### config.mk
export PLATFORM = sky130hd
export DESIGN_NAME = ysyx_24080006_mem_arb
export DESIGN_NICKNAME = d
export VERILOG_FILES = /design/src/rtl/ysyx_24080006_mem_arb.sv
export SDC_FILE = /design/constraint.sdc
export NUM_CORES = 1
export LEC_CHECK = 0
export ABC_AREA = 1
export CORE_MARGIN = 2
export CORE_UTILIZATION = 30
export CTS_CLUSTER_DIAMETER = 60
export CTS_CLUSTER_SIZE = 16
export DETAILED_ROUTE_END_ITERATION = 6
export PLACE_DENSITY = 0.71
export SLEW_MARGIN = 15
export SYNTH_ARGS = -nofsm -noshare
export SYNTH_HDL_FRONTEND = slang
export SYNTH_SLANG_ARGS = --single-unit
### constraint.sdc
create_clock -name clock -period 3.8 [get_ports clock]
set_input_delay 0.38 -clock clock [delete_from_list [all_inputs] [get_ports clock]]
set_output_delay 0.38 -clock clock [all_outputs]
set_load 0.05 [all_outputs]
### src/rtl/ysyx_24080006_mem_arb.sv
// Shared memory port arbiter between IFU fetch and LSU load/store.
// Define MEM_ARB_RR_EN for round-robin arbitration (default: LSU priority).
module ysyx_24080006_mem_arb #(
  parameter int ADDR_W  = 32,
  parameter int DATA_W  = 32,
  parameter int TIMEOUT = 256
) (
  input  logic                clock,
  input  logic                reset,
  input  logic                ifu_req_valid,
  output logic                ifu_req_ready,
  input  logic [ADDR_W-1:0]   ifu_req_addr,
  output logic                ifu_rsp_valid,
  output logic [DATA_W-1:0]   ifu_rsp_rdata,
  output logic                ifu_rsp_err,
  input  logic                lsu_req_valid,
  output logic                lsu_req_ready,
  input  logic [ADDR_W-1:0]   lsu_req_addr,
  input  logic                lsu_req_we,
  input  logic [DATA_W-1:0]   lsu_req_wdata,
  input  logic [DATA_W/8-1:0] lsu_req_wstrb,
  output logic                lsu_rsp_valid,
  output logic [DATA_W-1:0]   lsu_rsp_rdata,
  output logic                lsu_rsp_err,
  output logic                mem_req_valid,
  input  logic                mem_req_ready,
  output logic [ADDR_W-1:0]   mem_req_addr,
  output logic                mem_req_we,
  output logic [DATA_W-1:0]   mem_req_wdata,
  output logic [DATA_W/8-1:0] mem_req_wstrb,
  input  logic                mem_rsp_valid,
  input  logic [DATA_W-1:0]   mem_rsp_rdata,
  input  logic                mem_rsp_err
);

  localparam int STRB_W = DATA_W / 8;
  localparam int CNT_W  = (TIMEOUT > 2) ? $clog2(TIMEOUT) : 1;
  localparam int LAST_I = (TIMEOUT > 0) ? TIMEOUT - 1 : 0;
  localparam logic [CNT_W-1:0] CNT_LAST = CNT_W'(LAST_I);
  localparam bit TO_EN = (TIMEOUT > 0);

  localparam logic OWN_IFU = 1'b0;
  localparam logic OWN_LSU = 1'b1;

  typedef enum logic [1:0] {
    IDLE,
    ADDR,
    WAIT,
    RESP
  } state_e;

  state_e              state_q;
  logic                owner_q;
  logic [CNT_W-1:0]    cnt_q;
  logic                mem_valid_q;
  logic [ADDR_W-1:0]   mem_addr_q;
  logic                mem_we_q;
  logic [DATA_W-1:0]   mem_wdata_q;
  logic [STRB_W-1:0]   mem_wstrb_q;
  logic                ifu_valid_q;
  logic [DATA_W-1:0]   ifu_rdata_q;
  logic                ifu_err_q;
  logic                lsu_valid_q;
  logic [DATA_W-1:0]   lsu_rdata_q;
  logic                lsu_err_q;

  logic                lsu_win;
  logic                ifu_win;
  logic                idle;
  logic                busy;
  logic                to_hit;
  logic                rsp_hit;
  logic                done;
  logic [DATA_W-1:0]   rdata_d;
  logic                err_d;

`ifdef MEM_ARB_RR_EN
  logic last_q;

  // On a tie the requester that did not win last time goes first.
  assign lsu_win = lsu_req_valid &&
                   (!ifu_req_valid || last_q == OWN_IFU);
`else
  assign lsu_win = lsu_req_valid;
`endif

  assign ifu_win = ifu_req_valid && !lsu_win;
  assign idle    = (state_q == IDLE) && !reset;
  assign busy    = (state_q == ADDR) || (state_q == WAIT);

  assign ifu_req_ready = idle && ifu_win;
  assign lsu_req_ready = idle && lsu_win;

  assign to_hit  = TO_EN && busy && (cnt_q == CNT_LAST);
  assign rsp_hit = mem_rsp_valid &&
                   ((state_q == WAIT) ||
                    (state_q == ADDR && mem_req_ready));
  assign done    = rsp_hit || to_hit;

  // A real response beats a timeout that expires in the same cycle.
  always_comb begin
    rdata_d = '0;
    err_d   = 1'b1;
    if (rsp_hit) begin
      rdata_d = mem_rsp_rdata;
      err_d   = mem_rsp_err;
    end
  end

  always_ff @(posedge clock) begin
    if (reset) begin
      state_q     <= IDLE;
      owner_q     <= OWN_IFU;
      cnt_q       <= '0;
      mem_valid_q <= 1'b0;
      mem_addr_q  <= '0;
      mem_we_q    <= 1'b0;
      mem_wdata_q <= '0;
      mem_wstrb_q <= '0;
      ifu_valid_q <= 1'b0;
      ifu_rdata_q <= '0;
      ifu_err_q   <= 1'b0;
      lsu_valid_q <= 1'b0;
      lsu_rdata_q <= '0;
      lsu_err_q   <= 1'b0;
`ifdef MEM_ARB_RR_EN
      last_q      <= OWN_LSU;
`endif
    end else begin
      ifu_valid_q <= 1'b0;
      lsu_valid_q <= 1'b0;
      if (TO_EN && busy) begin
        cnt_q <= cnt_q + 1'b1;
      end
      unique case (state_q)
        IDLE: begin
          if (lsu_win || ifu_win) begin
            state_q     <= ADDR;
            mem_valid_q <= 1'b1;
            cnt_q       <= '0;
            owner_q     <= lsu_win;
`ifdef MEM_ARB_RR_EN
            last_q      <= lsu_win;
`endif
            if (lsu_win) begin
              mem_addr_q  <= lsu_req_addr;
              mem_we_q    <= lsu_req_we;
              mem_wdata_q <= lsu_req_wdata;
              mem_wstrb_q <= lsu_req_wstrb;
            end else begin
              mem_addr_q  <= ifu_req_addr;
              mem_we_q    <= 1'b0;
              mem_wdata_q <= '0;
              mem_wstrb_q <= '0;
            end
          end
        end
        ADDR: begin
          if (done) begin
            state_q     <= RESP;
            mem_valid_q <= 1'b0;
          end else if (mem_req_ready) begin
            state_q     <= WAIT;
            mem_valid_q <= 1'b0;
          end
        end
        WAIT: begin
          if (done) begin
            state_q <= RESP;
          end
        end
        RESP: begin
          state_q <= IDLE;
        end
        default: begin
          state_q <= IDLE;
        end
      endcase
      if (done) begin
        if (owner_q == OWN_LSU) begin
          lsu_valid_q <= 1'b1;
          lsu_rdata_q <= rdata_d;
          lsu_err_q   <= err_d;
        end else begin
          ifu_valid_q <= 1'b1;
          ifu_rdata_q <= rdata_d;
          ifu_err_q   <= err_d;
        end
      end
    end
  end

  assign mem_req_valid = mem_valid_q;
  assign mem_req_addr  = mem_addr_q;
  assign mem_req_we    = mem_we_q;
  assign mem_req_wdata = mem_wdata_q;
  assign mem_req_wstrb = mem_wstrb_q;

  assign ifu_rsp_valid = ifu_valid_q;
  assign ifu_rsp_rdata = ifu_rdata_q;
  assign ifu_rsp_err   = ifu_err_q;
  assign lsu_rsp_valid = lsu_valid_q;
  assign lsu_rsp_rdata = lsu_rdata_q;
  assign lsu_rsp_err   = lsu_err_q;

endmodule

# Word level (Yosys, flattened, before mapping)
# Cells that the tools add are included.
# totals
reg_bits	149
input_bits	140
# op_classes
n_addsub	1
n_eq_ne	7
muxes	20
n_bitwise	2
reduce_logical	21
# op_table
operator	count
$mux 32	3
$mux 8	3
$add 8x1->8 const B	1
$eq 8x8->1 const B	1
$mux 2	4
$pmux 2 s4	1
$logic_and 1x1->1	7
$mux 1	7
$reduce_and 2->1	3
$reduce_and 3->1	2
$eq 2x2->1 const B	2
$logic_or 1x1->1	4
$mux 4	1
$ne 3x3->1 const B	1
$eq 2x1->1 const B	1
$logic_not 1->1	2
$logic_not 2->1	1
$ne 2x1->1 const B	1
$ne 2x2->1 const B	1
$not 1->1	2
$pmux 1 s2	1
$reduce_bool 2->1	1
$reduce_or 2->1	1

# Depth between registers and ports, before layout
# Gate-level depths: netlist of run 1.
# depth
word_depth	7
mapped_depth	10
ltp_nobuf	10

# Worst setup path after synthesis of run 1
# Ideal clock, no wire load.
# synth_timing
kind	in2out
from	input reset
to	output ifu_req_ready
arrival_time_ps	1641
t_required_ps	3420
path_slack_ps	1779
path_stages	6
path_cell_list	clkbuf_1 inv_1 buf_4 clkbuf_2 nand3_1 nor2_1
# synth_via
elab_chain_cells	3
# synth_rtl
element	line	text
start, declared	9	input logic reset,
$logic_not 1->1	88	assign idle = (state_q == IDLE) && !reset;
$logic_and 1x1->1	88	
$logic_and 1x1->1	91	assign ifu_req_ready = idle && ifu_win;
end, declared	11	output logic ifu_req_ready,
# No other way between the ends.

# Worst setup path in the final report of run 1
# layout_timing
from	register state_q[0]
to	output ifu_req_ready
# layout_via
elab_chain_cells	3
# layout_rtl
element	line	text
start, declared	52	state_e state_q;
start signal, assigned	112	state_q <= IDLE;
start signal, assigned	138	state_q <= ADDR;
start signal, assigned	160	state_q <= RESP;
$logic_not 2->1	88	
$logic_and 1x1->1	88	
$logic_and 1x1->1	91	
# No other way between the ends.

==> impl_results.md, run 1 <==
* Outcome: finished, final reports clean
* Highest clock rate at 0.382 GHz
* Slew Limit Fails at 0
* Biggest area consumer among synthesized cells: dfxtp_1
* Power consumption at 0.00612 W
* Skew-Pair Late Insertion Delay at 410 ps
* Critical path's largest stage delay at 830 ps
* Async S/R FF share, synth at 0%
* Leak at 3.50 nW
* Synth cell types at 30
* Share of cells above drive strength 1 at 5.80%
* Gp weighted congestion at 0.754
* Post-CTS sizing at 0
* R2r setup slk at 1630 ps
* R2r worst-path depth at 8
* Post-layout minimum cycle time at 2620 ps
* Sequential-to-total area share from yosys stat at 51.8%
* Initial DRC Count at 265
* Synth top area share at 51.8%
* Die H at 143 µm
* Clock root buffer: clkbuf_16
* CP max FO at 4
* Top FF cell, synth: dfxtp_1
* Worst-path cell chain: inv_1 -> ha_1 -> nand3_1 -> nor2_1 -> clkdlybuf4s50_1
* Flops & latches, synth at 149
* Global Route Usage Sum at 17.8%
* Startpoint types: flip-flop
* Mapped cell area at 5760 µm²
* Post-synth EDFFs at 0
* Critical Path AT at 2240 ps
* Critical Setup Path Class: reg2out
* CTS tree: done
* Via/cell ratio at 4.73
* Worst Path Required at 3420 ps
* Most frequent cells after synthesis: nand2_1 (214), dfxtp_1 (149), a21oi_1 (74)
* Antenna viol nets, final at 0
* Die Wd at 143 µm
* H-Tree Depth at 4
* DRT Pass-1 Iters at 4
* RR Endpoint: mem_req_wdata[12]$_SDFFE_PP0P_
* CTS Hold Bufs at 0
* Routed wire per std cell at 15.2 µm
* # Max-Cap Violations at 0
* Pwr/cell area at 661 nW/µm²
* I/O pins at 280
* Drt total wl at 18.5 mm
* CP Buf/Inv Count at 2
* Core area at 18800 µm²
* Die Footprint at 20300 µm²
* Worst path top cell family by delay: buffers and inverters
* Final setup violation count at 0
* Clock buffer depth at 2
* Min-Delay Endpoint: ifu_rsp_rdata[25]$_SDFFE_PP0P_
* Critical path origin: state_q[0]$_SDFFE_PP0P_
* Num rows at 50
* Fin. Hold Viols at 0
* Hold/Removal Path Class: reg2reg
* Initial antenna violation count at 0
* Reg2reg start: state_q[0]$_SDFFE_PP0P_
* ANT cells at 0
* Ys Warns at 0
* Detail Placement HPWL at 13.2 mm
* Final setup skew at 11.1 ps
* Most frequent cell after synthesis: nand2_1
* Setup TNS at 0 ps
* Post-synthesis instance total at 718
* Via Count at 5752
* TritonCTS buffer count at 17
* Avg Synthesized Cell Area at 8.02 µm²
* Final cycle utilization of the critical path at 68.9%
* Number of global-route vias before repair at 5512
* Mapped Nets at 863
* # DRC at 0
* Clock transition at path regs at 60 ps
* Postcts setup bufs at 0
* Starting Density at 30.7%
* Worst vdd ir at 0.370 mV
* Slew HR at 51.4%
* Fillcell total at 1794
* RSZ-0062 raised after global routing: no
* Largest net degree at the start of global routing at 76
* CP max-delay cell: clkdlybuf4s50_1
* Worst setup EP type: primary output
* Top cells by area, synth: dfxtp_1 (52%), nand2_1 (14%), a21oi_1 (6.4%)
* Port Buffers at 279
* Hold depth at 2
* Hold_sp: ifu_rsp_rdata[25]$_SDFFE_PP0P_
* First-pass GRT wire length at 28.4 mm
* Clock sinks at 149
* Actual slew at the worst max-slew pin at 730 ps
* Area Growth Syn to Fin at 60.8%
* Final net count at 1115
* GRT overflow at 0
-- cell families after synthesis --
logic type                 after synthesis  synth area share, %
AOI/OAI and AO/OA                      182                 19.8
xor gates and xnor gates                 1                0.152
and+or+nand+nor                        281                 19.4
buffers and inverters                  100                 7.74
adders and majority gates                5                 1.09
DFF                                    149                 51.8
-- sequential cells by signal, summed over array words and instances (netlist names), 2 cells and up --
name	flops
mem_req_wdata	32
mem_req_addr	32
mem_req_wstrb	4
ifu_rsp_rdata	32
cnt_q	8
lsu_rsp_rdata	32
state_q	2
-- where the power goes --
| part | switching (W) | total (W) | internal (W) |
|---|---|---|---|
| clock network | 0.000652 | 0.00172 | 0.00107 |
| logic | 0.00162 | 0.00241 | 0.000785 |
| registers | 0.000150 | 0.00199 | 0.00184 |
-- layout make-up --
class | instances | area (µm²) | share of cell area [%]
multi-input cells | 469 | 2330 | 25.1
flip-flops and latches | 149 | 2980 | 32.2
clock inverters | 11 | 150 | 1.62
repair buffers | 286 | 2860 | 30.9
well taps | 234 | 293 | 3.16
inverters | 47 | 181 | 1.96
clock buffers | 21 | 460 | 4.97
-- how the worst max path moves through the flow --
stage,to,slack [ps],cells past startpoint
detailed placement,mem_req_wdata[27]$_SDFFE_PP0P_,1230,9
global placement,lsu_req_ready,1270,8
finish,ifu_req_ready,1180,5
global route,lsu_req_ready,970,7
floorplan,ifu_req_ready,1780,6
CTS,ifu_req_ready,1100,5
-- metrics by stage --
step | utilization, % | cell area (µm²) | cells | hold WS [ps] | worst slack [ps]
floorplan | - | 5760 | 718 | 456 | 1780
global placement | 46.1 | 8650 | 1185 | 448 | 1270
detailed placement | 46.1 | 8650 | 1185 | 452 | 1230
CTS | 49.3 | 9260 | 1217 | 462 | 1100
global route | 49.3 | 9260 | 1217 | 476 | 973
finish | 49.3 | 9260 | 1217 | 459 | 1180
-- cells in the final DEF (no fill, tap or decap), types with 3 or more instances in the layout --
cell type / n
nor2_1: 43
a21oi_1: 74
ha_1: 5
buf_4: 6
or2_2: 3
inv_2: 4
dfxtp_1: 149
o21ai_1: 7
nand2_1: 214
a32o_1: 37
a31oi_1: 33
o21ai_0: 29
bufinv_16: 3
clkbuf_16: 17
clkdlybuf4s50_1: 277
clkinv_4: 3
nand3_1: 6
nand2_2: 6
inv_1: 42
-- tightest hold or removal path: stages, from the launching register on --
cell and delay (ps):
dfxtp_1 310, nand2_1 60, a21oi_1 50
-- routing by layer --
| layer | GRT usage (%) | share of wire (%) | up-vias | wire, µm |
|---|---|---|---|---|
| li1 | - | - | 2901 | - |
| met1 | 21.1 | 41 | 2603 | 7650 |
| met2 | 29.6 | 48 | 223 | 8880 |
| met3 | 6.02 | 8.3 | 25 | 1530 |
| met4 | 7.30 | 2.2 | 0 | 414 |
| met5 | 0 | 0 | - | 0 |
No activity file was read; power rests on OpenSTA's default activity.
==> run 2, diff against run 1 <==
PLACE_DENSITY = 0.74   (was 0.71)
clock period = 2.24 ns   (was 3.8 ns; I/O delays follow)
==> run 2 against run 1 <==
  * Critical path depth rose by 2
  * Sequential cell count is the same
  * Combinational power rose by 72%
  * Total power is 72% higher
  * Sequential share of layout area decreased by 0.34 points
  * Count of clock-buffer cells in the layout fell by 4
  * Utilization up 0.52 points
  * Register-to-register slack got worse by 1300 ps
  * Critical path type unchanged
  * Largest cell class unchanged
  * Highest routed layer unchanged
==> impl_results.md, run 2 (same netlist as run 1, synthesis figures left out) <==
* Outcome: finished, final reports clean
* Highest clock rate at 0.485 GHz
* Fillcell total at 1779
* Number of global-route vias before repair at 5548
* Hold_sp: reset
* Area Growth Syn to Fin at 62.5%
* I/O pins at 280
* Post-layout minimum cycle time at 2060 ps
* Clock sinks at 149
* Clock root buffer: clkbuf_16
* Final setup violation count at 0
* CP Buf/Inv Count at 3
* Worst Path Required at 2020 ps
* Gp weighted congestion at 0.800
* RSZ-0062 raised after global routing: no
* Startpoint types: flip-flop
* Critical path origin: state_q[0]$_SDFFE_PP0P_
* # DRC at 0
* Skew-Pair Late Insertion Delay at 420 ps
* Fin. Hold Viols at 0
* Via/cell ratio at 4.74
* Final setup skew at 11.2 ps
* Worst vdd ir at 0.568 mV
* Worst path top cell family by delay: buffers and inverters
* GRT overflow at 0
* Initial antenna violation count at 0
* DRT Pass-1 Iters at 5
* # Max-Cap Violations at 0
* Antenna viol nets, final at 0
* Detail Placement HPWL at 12.9 mm
* Slew Limit Fails at 0
* Via Count at 5778
* ANT cells at 0
* Actual slew at the worst max-slew pin at 694 ps
* Largest net degree at the start of global routing at 68
* Port Buffers at 279
* H-Tree Depth at 4
* Commonest non-fill, non-tap cell in the layout: clkdlybuf4s50_1
* Reg2reg start: state_q[0]$_SDFFE_PP0P_
* First-pass GRT wire length at 28.2 mm
* Clock transition at path regs at 60 ps
* CTS tree: done
* Final net count at 1120
* Die Footprint at 20300 µm²
* Critical path's largest stage delay at 350 ps
* Critical Setup Path Class: reg2out
* Share of cells above drive strength 1 at 6.49%
* Die H at 143 µm
* Drt total wl at 18.1 mm
* Final cycle utilization of the critical path at 92.0%
* Hold/Removal Path Class: in2reg
* DP Area at 8730 µm²
* Pwr/cell area at 1130 nW/µm²
* Worst setup EP type: primary output
* CP max FO at 9
* Clock buffer depth at 2
* Num rows at 50
* TritonCTS buffer count at 17
* Postcts setup bufs at 0
* Critical Path AT at 1840 ps
* Worst-path cell chain: inv_1 -> ha_2 -> nand2_4 -> nor2_2 -> nand2_2 -> inv_2 -> buf_12
* Starting Density at 30.7%
* Leak at 3.55 nW
* Core area at 18800 µm²
* Setup TNS at 0 ps
* Initial DRC Count at 295
* Commonest non-fill, non-tap cells in the layout: clkdlybuf4s50_1 (276), nand2_1 (214), dfxtp_1 (149)
* Final instance area at 9360 µm²
* CP max-delay cell: dfxtp_1
* Global Route Usage Sum at 17.5%
* Slew HR at 53.7%
* Die Wd at 143 µm
* Routed wire per std cell at 14.9 µm
[run 2: changes by cell type in the layout (fill, tap and decap cells not counted), sizes merged]
| cell | delta |
|---|---|
| bufinv | +1 |
| clkdlybuf4s50 | -1 |
| inv | +4 |
| clkbuf | -4 |
| buf | +6 |
| clkinv | -3 |
[run 2: final cells by class]
cell class	count	area [µm²]	area share (%)
Sequential cell	149	2980	31.9
Timing Repair Buffer	291	2950	31.5
Multi-Input combinational cell	469	2330	24.9
Clock buffer	17	425	4.55
Tap cell	234	293	3.13
Clock inverter	13	195	2.09
Inverter	47	181	1.94
[run 2: report_power, final]
part | switching (W) | total [W] | internal, W
combinational | 0.00276 | 0.00414 | 0.00138
sequential | 0.000243 | 0.00336 | 0.00312
clock | 0.00117 | 0.00305 | 0.00187
total | 0.00417 | 0.0105 | 0.00638
[run 2: worst min-delay path, stage by stage]
cell and delay [ps]:
buf_2 100, inv_2 130, o21ai_0 110, a31oi_1 40
[run 2: per-layer routing]
layer	global-route usage, %	vias to the layer above	routed length (µm)
met1	20.9	2610	7780
met3	6.43	25	1520
li1	-	2908	-
met5	0	-	0
met2	28.9	235	8440
met4	6.41	0	387
[run 2: worst paths after layout]
| path | endpoint | slack, ps | cells past startpoint |
|---|---|---|---|
| setup reg to reg | lsu_rsp_rdata[5]$_SDFFE_PP0P_ | 280 | 10 |
| setup / recovery | lsu_req_ready | 180 | 7 |
| hold / removal | mem_req_addr[23]$_SDFFE_PP0P_ | 230 | 4 |
| hold reg to reg | lsu_rsp_rdata[20]$_SDFFE_PP0P_ | 460 | 2 |
[run 2: what timing repair did]
item | 4_1_cts | 5_1_grt
setup endpoints to repair | 0 | 1
resized for setup | 0 | 1
hold buffers | 0 | 0
[run 2: stage by stage]
stage / setup WS, ps / power (W) / utilization, % / std cells / hold slack (ps)
2_1_floorplan: 531 / 0.00607 / - / 718 / 350
3_3_place_gp: 397 / 0.00754 / 46.5 / 1190 / 447
3_5_place_dp: 308 / 0.00756 / 46.5 / 1190 / 452
4_1_cts: 76.2 / 0.0106 / 49.8 / 1220 / 220
5_1_grt: 70.2 / 0.0111 / 49.9 / 1220 / 251
6_report: 180 / 0.0105 / 49.9 / 1220 / 229
